`config.mk`:
```
export PLATFORM = sky130hd
export DESIGN_NAME = frogger_level_sequencer
export DESIGN_NICKNAME = d
export VERILOG_FILES = /design/src/rtl/frogger_level_sequencer.sv
export SDC_FILE = /design/constraint.sdc
export NUM_CORES = 1
export LEC_CHECK = 0
export BUFFER_PORTS_ARGS = -buffer_cell sky130_fd_sc_hd__clkbuf_2
export CAP_MARGIN = 10
export CORE_UTILIZATION = 35
export CTS_CLUSTER_SIZE = 24
export DETAILED_ROUTE_END_ITERATION = 8
export SYNTH_ARGS = -nofsm -noshare
export SYNTH_HDL_FRONTEND = slang
export SYNTH_SLANG_ARGS = --single-unit
```
`constraint.sdc`:
```
create_clock -name CC_LEVELSEQ_CLOCK_50 -period 5.9 [get_ports CC_LEVELSEQ_CLOCK_50]
set_input_delay 0.59 -clock CC_LEVELSEQ_CLOCK_50 [delete_from_list [all_inputs] [get_ports CC_LEVELSEQ_CLOCK_50]]
set_output_delay 0.59 -clock CC_LEVELSEQ_CLOCK_50 [all_outputs]
set_load 0.1 [all_outputs]
```
`src/rtl/frogger_level_sequencer.sv`:
```
// Frogger game-flow controller: level/lives tracking, clear pulses and per-level scroll tick.
// Optional pause input and paused state enabled by defining CC_LEVELSEQ_PAUSE_EN.
module frogger_level_sequencer #(
  parameter int unsigned LEVELS     = 4,
  parameter int unsigned LIVES      = 3,
  parameter logic [23:0] BASE_DIV   = 24'd12_500_000,
  parameter logic [23:0] STEP_DIV   = 24'd2_500_000,
  parameter logic [23:0] MIN_DIV    = 24'd2_500_000,
  parameter int unsigned HOLD_TICKS = 8
) (
  input  logic       CC_LEVELSEQ_CLOCK_50,
  input  logic       CC_LEVELSEQ_RESET_InLow,
  input  logic       CC_LEVELSEQ_Start_InLow,
  input  logic       CC_LEVELSEQ_WinL_InHigh,
  input  logic       CC_LEVELSEQ_Crash_InHigh,
`ifdef CC_LEVELSEQ_PAUSE_EN
  input  logic       CC_LEVELSEQ_Pause_InLow,
`endif
  output logic       CC_LEVELSEQ_Clear_OutHigh,
  output logic       CC_LEVELSEQ_Tick_OutHigh,
  output logic [1:0] CC_LEVELSEQ_Level_Out,
  output logic [1:0] CC_LEVELSEQ_Lives_Out,
  output logic [2:0] CC_LEVELSEQ_State_Out,
  output logic       CC_LEVELSEQ_GameOver_OutHigh,
  output logic       CC_LEVELSEQ_GameWon_OutHigh
);

  localparam int unsigned CNT_W  = 24;
  localparam int unsigned HOLD_W = $clog2(HOLD_TICKS + 1);

  localparam logic [2:0] ST_IDLE   = 3'd0;
  localparam logic [2:0] ST_INIT   = 3'd1;
  localparam logic [2:0] ST_PLAY   = 3'd2;
  localparam logic [2:0] ST_WINH   = 3'd3;
  localparam logic [2:0] ST_LOSEH  = 3'd4;
  localparam logic [2:0] ST_WON    = 3'd5;
  localparam logic [2:0] ST_LOST   = 3'd6;
  localparam logic [2:0] ST_PAUSED = 3'd7;

  logic [2:0]        state_q, state_d;
  logic [1:0]        level_q, level_d;
  logic [1:0]        lives_q, lives_d;
  logic [CNT_W-1:0]  cnt_q, cnt_d;
  logic [HOLD_W-1:0] hold_q, hold_d;
  logic              start_prev_q;
  logic              restart_q, restart_d;
  logic              clear_q, clear_d;
  logic              tick_q, tick_d;
  logic              won_q, won_d;
  logic              lost_q, lost_d;
  logic [2:0]        state_out_q, state_out_d;
  logic              start_fall;
  logic              cnt_zero;
  logic              cnt_run;

  // Scroll period for a level: BASE - level*STEP, floored at MIN; underflow saturates to MIN.
  function automatic logic [CNT_W-1:0] div_of(input logic [1:0] lvl);
    logic [CNT_W-1:0] prod;
    logic [CNT_W-1:0] diff;
    prod = CNT_W'(lvl) * STEP_DIV;
    diff = BASE_DIV - prod;
    if ((prod > BASE_DIV) || (diff < MIN_DIV)) return MIN_DIV;
    return diff;
  endfunction

  assign start_fall = start_prev_q & ~CC_LEVELSEQ_Start_InLow;
  assign cnt_zero   = (cnt_q == '0);

`ifdef CC_LEVELSEQ_PAUSE_EN
  logic pause_prev_q;
  logic paused_q, paused_d;
  logic pause_fall;

  assign pause_fall = pause_prev_q & ~CC_LEVELSEQ_Pause_InLow;
  assign cnt_run    = ~paused_q;

  always_ff @(posedge CC_LEVELSEQ_CLOCK_50 or negedge CC_LEVELSEQ_RESET_InLow) begin
    if (!CC_LEVELSEQ_RESET_InLow) begin
      pause_prev_q <= 1'b1;
      paused_q     <= 1'b0;
    end else begin
      pause_prev_q <= CC_LEVELSEQ_Pause_InLow;
      paused_q     <= paused_d;
    end
  end
`else
  assign cnt_run = 1'b1;
`endif

  // Next-state and registered-output logic.
  always_comb begin
    state_d   = state_q;
    level_d   = level_q;
    lives_d   = lives_q;
    cnt_d     = cnt_q;
    hold_d    = hold_q;
    restart_d = 1'b0;
`ifdef CC_LEVELSEQ_PAUSE_EN
    paused_d  = paused_q;
`endif
    case (state_q)
      ST_IDLE: begin
        if (!CC_LEVELSEQ_Start_InLow || restart_q) begin
          state_d = ST_INIT;
          level_d = '0;
          lives_d = 2'(LIVES);
        end
      end
      ST_INIT: begin
        state_d = ST_PLAY;
        cnt_d   = div_of(level_q);
      end
      ST_PLAY: begin
        if (cnt_run) begin
          cnt_d = cnt_zero ? div_of(level_q) : cnt_q - CNT_W'(1);
          if (CC_LEVELSEQ_WinL_InHigh) begin
            state_d = ST_WINH;
            hold_d  = '0;
          end else if (CC_LEVELSEQ_Crash_InHigh) begin
            state_d = ST_LOSEH;
            hold_d  = '0;
            if (lives_q != '0) lives_d = lives_q - 2'd1;
          end
        end
`ifdef CC_LEVELSEQ_PAUSE_EN
        if (pause_fall) paused_d = ~paused_q;
`endif
      end
      ST_WINH, ST_LOSEH: begin
        // Counter keeps running; its wraps count off the hold period.
        cnt_d = cnt_zero ? div_of(level_q) : cnt_q - CNT_W'(1);
        if (cnt_zero) begin
          if (hold_q == HOLD_W'(HOLD_TICKS - 1)) begin
            if (state_q == ST_WINH) begin
              if (level_q == 2'(LEVELS - 1)) begin
                state_d = ST_WON;
              end else begin
                state_d = ST_INIT;
                level_d = level_q + 2'd1;
              end
            end else begin
              state_d = (lives_q == '0) ? ST_LOST : ST_INIT;
            end
          end else begin
            hold_d = hold_q + HOLD_W'(1);
          end
        end
      end
      ST_WON, ST_LOST: begin
        if (start_fall) begin
          state_d   = ST_IDLE;
          restart_d = 1'b1;
        end
      end
      default: state_d = ST_IDLE;
    endcase
`ifdef CC_LEVELSEQ_PAUSE_EN
    if (state_d != ST_PLAY) paused_d = 1'b0;
`endif
    clear_d     = (state_d == ST_INIT);
    tick_d      = (state_q == ST_PLAY) && cnt_run && cnt_zero && (state_d == ST_PLAY);
    won_d       = (state_d == ST_WON);
    lost_d      = (state_d == ST_LOST);
    state_out_d = state_d;
`ifdef CC_LEVELSEQ_PAUSE_EN
    if (paused_d) state_out_d = ST_PAUSED;
`endif
  end

  always_ff @(posedge CC_LEVELSEQ_CLOCK_50 or negedge CC_LEVELSEQ_RESET_InLow) begin
    if (!CC_LEVELSEQ_RESET_InLow) begin
      state_q      <= ST_IDLE;
      level_q      <= '0;
      lives_q      <= 2'(LIVES);
      cnt_q        <= '0;
      hold_q       <= '0;
      start_prev_q <= 1'b1;
      restart_q    <= 1'b0;
      clear_q      <= 1'b0;
      tick_q       <= 1'b0;
      won_q        <= 1'b0;
      lost_q       <= 1'b0;
      state_out_q  <= ST_IDLE;
    end else begin
      state_q      <= state_d;
      level_q      <= level_d;
      lives_q      <= lives_d;
      cnt_q        <= cnt_d;
      hold_q       <= hold_d;
      start_prev_q <= CC_LEVELSEQ_Start_InLow;
      restart_q    <= restart_d;
      clear_q      <= clear_d;
      tick_q       <= tick_d;
      won_q        <= won_d;
      lost_q       <= lost_d;
      state_out_q  <= state_out_d;
    end
  end

  assign CC_LEVELSEQ_Clear_OutHigh    = clear_q;
  assign CC_LEVELSEQ_Tick_OutHigh     = tick_q;
  assign CC_LEVELSEQ_Level_Out        = level_q;
  assign CC_LEVELSEQ_Lives_Out        = lives_q;
  assign CC_LEVELSEQ_State_Out        = state_out_q;
  assign CC_LEVELSEQ_GameOver_OutHigh = lost_q;
  assign CC_LEVELSEQ_GameWon_OutHigh  = won_q;

endmodule
```
# Yosys cells after proc, flatten, opt, wreduce, memory -nomap -nowiden
# Index checks and enable logic that the tools add are counted.
# op_classes
n_addsub	5
multipliers	1
n_div	0
order_cmp	2
n_eq_ne	22
n_shift	0
n_mux	39
bitwise	2
reduce_logical	18
# op_table
cell	count
2-to-1 mux 24 bit	6
one-hot mux 24 bit (3 select lines)	1
2-to-1 mux 3 bit	9
> comparator 24 bit (second input constant)	1
logical NOT 24 bit	1
< comparator 24 x 22 -> 1 bit (second input constant)	1
subtractor 24 x 1 -> 24 bit (second input constant)	1
subtractor 24 bit (first input constant)	1
multiplier 2 x 17 -> 19 bit (second input constant)	1
2-to-1 mux 2 bit	9
!= test 2 bit (second input constant)	9
2-to-1 mux 4 bit	4
equality test 3 bit (second input constant)	5
one-hot mux 3 bit (5 select lines)	1
equality test 3 x 2 -> 1 bit (second input constant)	3
one-hot mux 2 bit (2 select lines)	2
one-hot mux 4 bit (2 select lines)	1
nonzero test 2 bit	4
equality test 3 x 1 -> 1 bit (second input constant)	2
2-to-1 mux 1 bit	6
AND reduction 6 bit	1
AND reduction 5 bit	1
adder 4 x 1 -> 4 bit (second input constant)	1
equality test 4 x 3 -> 1 bit (second input constant)	1
other kinds (14)	17
# totals
regBits	41
latch_bits	0
ram_bits	0
rom_bits	0
input_bits	5
output_inout_bits	11
word_cells	100
memories	0

# Longest topological paths before layout
# depth
ltp_word	9
mapped_depth	9
depth_no_buf	7

# Worst setup path after synthesis
# OpenSTA, ideal clock, no wires.
# synth_timing
path_type	reg-to-reg
start	register level_q[0], in the netlist CC_LEVELSEQ_Level_Out[0]
end	register cnt_q[13]
setup_ps	123
t_arrival_ps	2649
required_ps	5777
setup_slack_ps	3128
stages_incl_launch_ff	8
n_path_buf	0
period_less_slack_ps	2772
cell_sequence	dfrtp_1 -> inv_1 -> ha_1 -> xor2_1 -> a31o_2 -> a21oi_1 -> or2_0 -> o221a_2
# synth_between
elab_chain_cells	9
elab_cells_between_ends	15
classes_between	add/sub: 1; mul: 1; order compare: 2; mux: 10; reduce/logical: 1
# synth_lines
element	line_no	source
start, declared	41	logic [1:0] level_q, level_d;
start signal, assigned	186	level_q <= level_d;
multiplier 2 x 17 -> 19 bit *	60	prod = CNT_W'(lvl) * STEP_DIV;
subtractor 24 bit	61	diff = BASE_DIV - prod;
< comparator 24 x 22 -> 1 bit	62	if ((prod > BASE_DIV) || (diff < MIN_DIV)) return MIN_DIV;
logical OR 1 bit	62	
2-to-1 mux 1 bit	62	
2-to-1 mux 1 bit	101	case (state_q)
2-to-1 mux 24 bit	63	return diff;
2-to-1 mux 24 bit (on tied branches)	131, 115	
one-hot mux 24 bit (3 select lines) *	101	
end signal, assigned	188	cnt_q <= cnt_d;
end, declared	43	logic [CNT_W-1:0] cnt_q, cnt_d;
# Every way passes the cells marked *; elsewhere a longest branch is shown, timed or not. The select of a mux whose other input is x is not followed.
# A chain may end at the register's enable or synchronous reset.

# Worst setup path after layout
# layout_timing
start	register cnt_q[0]
end	register won_q, in the netlist CC_LEVELSEQ_GameWon_OutHigh
# layout_between
elab_chain_cells	4
# layout_lines
element	line_no	source
logical NOT 24 bit	67	assign cnt_zero = (cnt_q == '0);
2-to-1 mux 3 bit	132	if (cnt_zero) begin
one-hot mux 3 bit (5 select lines)	101	
via state_d[2]	40	logic [2:0] state_q, state_d;
equality test 3 bit	162	won_d = (state_d == ST_WON);
via won_d	49	logic won_q, won_d;
end signal, assigned	194	won_q <= won_d;
end, declared	49	
# The timed path passes the listed nets, and every way through them passes these cells.

==> summary by stage <==
Status
The flow ran to the end, and the final reports show no timing, DRC or antenna violations.

Worst setup path
Walking the worst path, the cells encountered are inv_1, ha_1, or4b_1, nor4_4, nand4b_1, a211o_2, nor3b_1. The critical path starts at cnt_q[0]. In this run the critical register-to-register path is launched from cnt_q[0]. The type of destination of the critical path is a register.

The data arrival time of the worst path is approximately 2600 ps. On the critical path, the stage with the largest delay is an instance of sky130_fd_sc_hd__or4b_1. The depth of the worst register-to-register path is 7. The worst-case register-to-register setup slack is 3470 ps.

STA classifies the critical path startpoint as a register. The required time of the critical path is roughly 6000 ps. The end of the worst register-to-register path is CC_LEVELSEQ_GameWon_OutHigh.

In this run the worst setup path terminates at CC_LEVELSEQ_GameWon_OutHigh. The critical-path maximum fanout is 6. The type of the worst setup path is reg2reg.

In this design, the stage delay of the slowest critical-path cell is just under 500 ps.

Logic synthesis
The dominant cell by count in the synthesized netlist is sky130_fd_sc_hd__dfrtp_1. The synthesized area per cell is just over 9 µm². For this run, the number of Yosys warnings is 0. The post-synthesis cell type with the largest combined area is sky130_fd_sc_hd__dfrtp_1.

In the post-synthesis netlist, the biggest area contributors are sky130_fd_sc_hd__dfrtp_1 34%, sky130_fd_sc_hd__ha_1 5.8%, sky130_fd_sc_hd__o21ai_0 3.2%. The netlist uses between 60 and 70 different library cells. Of the synthesized area, sequential elements account for 0.370.

Counting instances in the post-synthesis netlist gives the leading cell types as 38 x sky130_fd_sc_hd__dfrtp_1, 23 x sky130_fd_sc_hd__nand2_1, 18 x sky130_fd_sc_hd__o21ai_0. After synthesis the cells add up to ~0.0028 mm². The synthesized design contains 41 register bits. For this run, the leading register cell type out of synthesis is sky130_fd_sc_hd__dfrtp_1. Of the post-synthesis cell area, the dominant cell type holds 0.341. The number of synthesized flops with an enable pin is 0.

Synthesis produced a netlist with a net count of roughly 320. The cell count after synthesis is between 300 and 400. The fraction of synthesis flops using an asynchronous set or reset pin is 1.00.

Timing
The worst path meets setup with about 3500 ps of slack. Across the routed clock network, the largest skew measured is approximately 7.6 ps. The final hold slack is slightly above 400 ps. The setup TNS is 0 ps. Setup repair after global routing left no endpoint under its margin. Headroom to the max-slew limit came out at 0.301. The hold violation count in the final report came to 0.

Setup violations remaining at the end of the flow were counted as 0. The slew of the pin with the lowest slew margin is roughly 1000 ps. Subtracting the final worst setup slack from the clock period gives ~2400 ps. Based on the critical path, the design can be clocked at up to roughly 400 MHz.

The total count of max-transition violations in the final report is 0. Of the available clock period, the critical path in the final layout requires 0.412.

Floorplan
In this run the standard cell core region covers around 0.0077 mm². The height of the die is 91.2 µm. The row count is 32. The initial core utilization is 0.360.

The total I/O pin count is 16. The width of the chip is about 91 µm. The floorplan step defined a die boundary enclosing slightly above 0.008 mm².

Final layout
Of the cells placed in the final design, the portion with a size suffix greater than 1 is 0.162. The finished cells cover between 0.003 and 0.004 mm². Excluding fillers, the count of instances in the completed layout stands at around 420. The final core utilization is 0.397. The antenna diode count is 0. The area overhead of the layout relative to synthesis is 10.2%.

The number of nets in the final layout is ~330. The filler cells instantiated in the layout total slightly below 800.

Clocking
TritonCTS built the clock tree. The clock tree synthesis step divided the H-tree into 2 levels. After clock tree synthesis, the clock-pin slew on the worst setup and hold paths is 90 ps. The buffer cell driving the clock tree root is sky130_fd_sc_hd__clkbuf_8. The number of CTS-inserted buffers is 5. The clock passes through at most 2 buffers. The number of resized instances in the post-cts repair step is 0.

After clock tree synthesis, the setup repair step added 0 buffers. The number of buffers added to fix hold violations after cts is 0. Counting every sink on the clock net gives between 40 and 50. The later-pin clock latency in the skew report is about 300 ps.

Placement
Port buffering added 15 buffers. The congestion estimate from routability-driven global placement came to a little over 0.8. The setup slack at placement is approximately 3500 ps. In this run the cell area measured after placement is about 0.0029 mm². The count of placed standard cells including taps is between 400 and 500. The HPWL after detailed placement is between 4000 and 5000 µm.

Global route
The number of global-route vias before repair is ~2200. The first global-routing pass estimated 11300 µm of wire. Entering global routing, the biggest net connects 42 pins. Summed over all layers, the global routing overflow is 0.

The global-route usage over all layers is 0.168. The initial antenna violation count is 0.

Min path
The worst hold-check path type is in2reg. The hold path startpoint is CC_LEVELSEQ_Start_InLow. Along the worst hold path, the cell count comes to 1.

Power
The highest ir drop seen on vdd is 0.000431 V. The power density over the cells is approximately 600 mW/mm². The leakage component of the power is about 1.3 nW. The sum of internal, switching and leakage power is about 1.8 mW.

Flow run
The tool flagged a number of max-cap violations equal to 0.

Routing
The final layout contains routed wiring with a total length of 6780 µm. Once detail routing completed, the nets flagged for antenna violations numbered 0. The first detailed-routing pass ran for 4 iterations.

Dividing the detail-routed wire length by the instance count gives roughly 16 µm. The count of unresolved DRC violations after routing is 0. Dividing the detail-routed via count by the number of cells gives ~6. The detailed-route via count is 2433.

After the first detailed-routing iteration, the DRC count stood at approximately 160.
worst min-delay path by stage:
stage | to
finish | start_prev_q
global placement | CC_LEVELSEQ_Lives_Out[1]
detailed placement | CC_LEVELSEQ_Lives_Out[1]
CTS | start_prev_q
floorplan | CC_LEVELSEQ_Clear_OutHigh
global route | start_prev_q
cells by family after synthesis:
kind of cell	Yosys count	synth area share
mux	6	0.0220
fa+ha+maj	13	0.0584
xor+xnor	7	0.0220
buf+inv	27	0.0427
flops	41	0.370
compound gates	83	0.206
simple gates	124	0.279
worst max-delay path: cells and delay by family, from the launching register on:
family	cells	cell delay, ps
compound gates	1	420
fa+ha+maj	1	160
buf+inv	1	100
flops	1	430
simple gates	4	1190
where the power goes:
group / internal, mW / switching (mW) / leakage [nW] / total, mW
registers: 0.389 / 0.179 / 0.509 / 0.567
logic: 0.354 / 0.674 / 0.692 / 1.03
clock network: 0.138 / 0.106 / 0.0574 / 0.244
total: 0.881 / 0.959 / 1.26 / 1.84
layout make-up:
type | instances | area (µm²) | share of cell area
Clock buffer | 6 | 82.6 | 0.0269
Multi-Input combinational cell | 233 | 1640 | 0.533
Sequential cell | 41 | 1030 | 0.336
Inverter | 13 | 48.8 | 0.0159
Tap cell | 102 | 128 | 0.0416
Timing Repair Buffer | 19 | 105 | 0.0343
Clock inverter | 2 | 37.5 | 0.0122
flip-flops by register name (all words and copies together), names as in the netlist:
register	count
restart_q	1
CC_LEVELSEQ_Clear_OutHigh	1
CC_LEVELSEQ_GameOver_OutHigh	1
CC_LEVELSEQ_State_Out	3
start_prev_q	1
CC_LEVELSEQ_Tick_OutHigh	1
hold_q	4
CC_LEVELSEQ_Level_Out	2
CC_LEVELSEQ_Lives_Out	2
cnt_q	24
CC_LEVELSEQ_GameWon_OutHigh	1
layer usage:
layer / share of wire / vias up / track usage
li1: - / 1171 / -
met1: 0.49 / 1217 / 0.236
met2: 0.48 / 40 / 0.277
met3: 0.030 / 5 / 0.0276
met4: 0.0059 / 0 / 0.0238
met5: 0 / - / 0
layout by cell type, fill, tap and decap left out, types with 7 or more instances in the layout:
cell type,n
sky130_fd_sc_hd__ha_1,13
sky130_fd_sc_hd__nand2_1,23
sky130_fd_sc_hd__nand4_1,8
sky130_fd_sc_hd__o21ai_0,18
sky130_fd_sc_hd__nand3_1,14
sky130_fd_sc_hd__dfrtp_1,38
sky130_fd_sc_hd__or4_1,7
sky130_fd_sc_hd__clkbuf_2,15
sky130_fd_sc_hd__a21oi_1,16
sky130_fd_sc_hd__nor3_1,10
sky130_fd_sc_hd__nor4_1,7
sky130_fd_sc_hd__inv_1,13
sky130_fd_sc_hd__nor2_1,14
No activity file was read; power rests on OpenSTA's default activity.
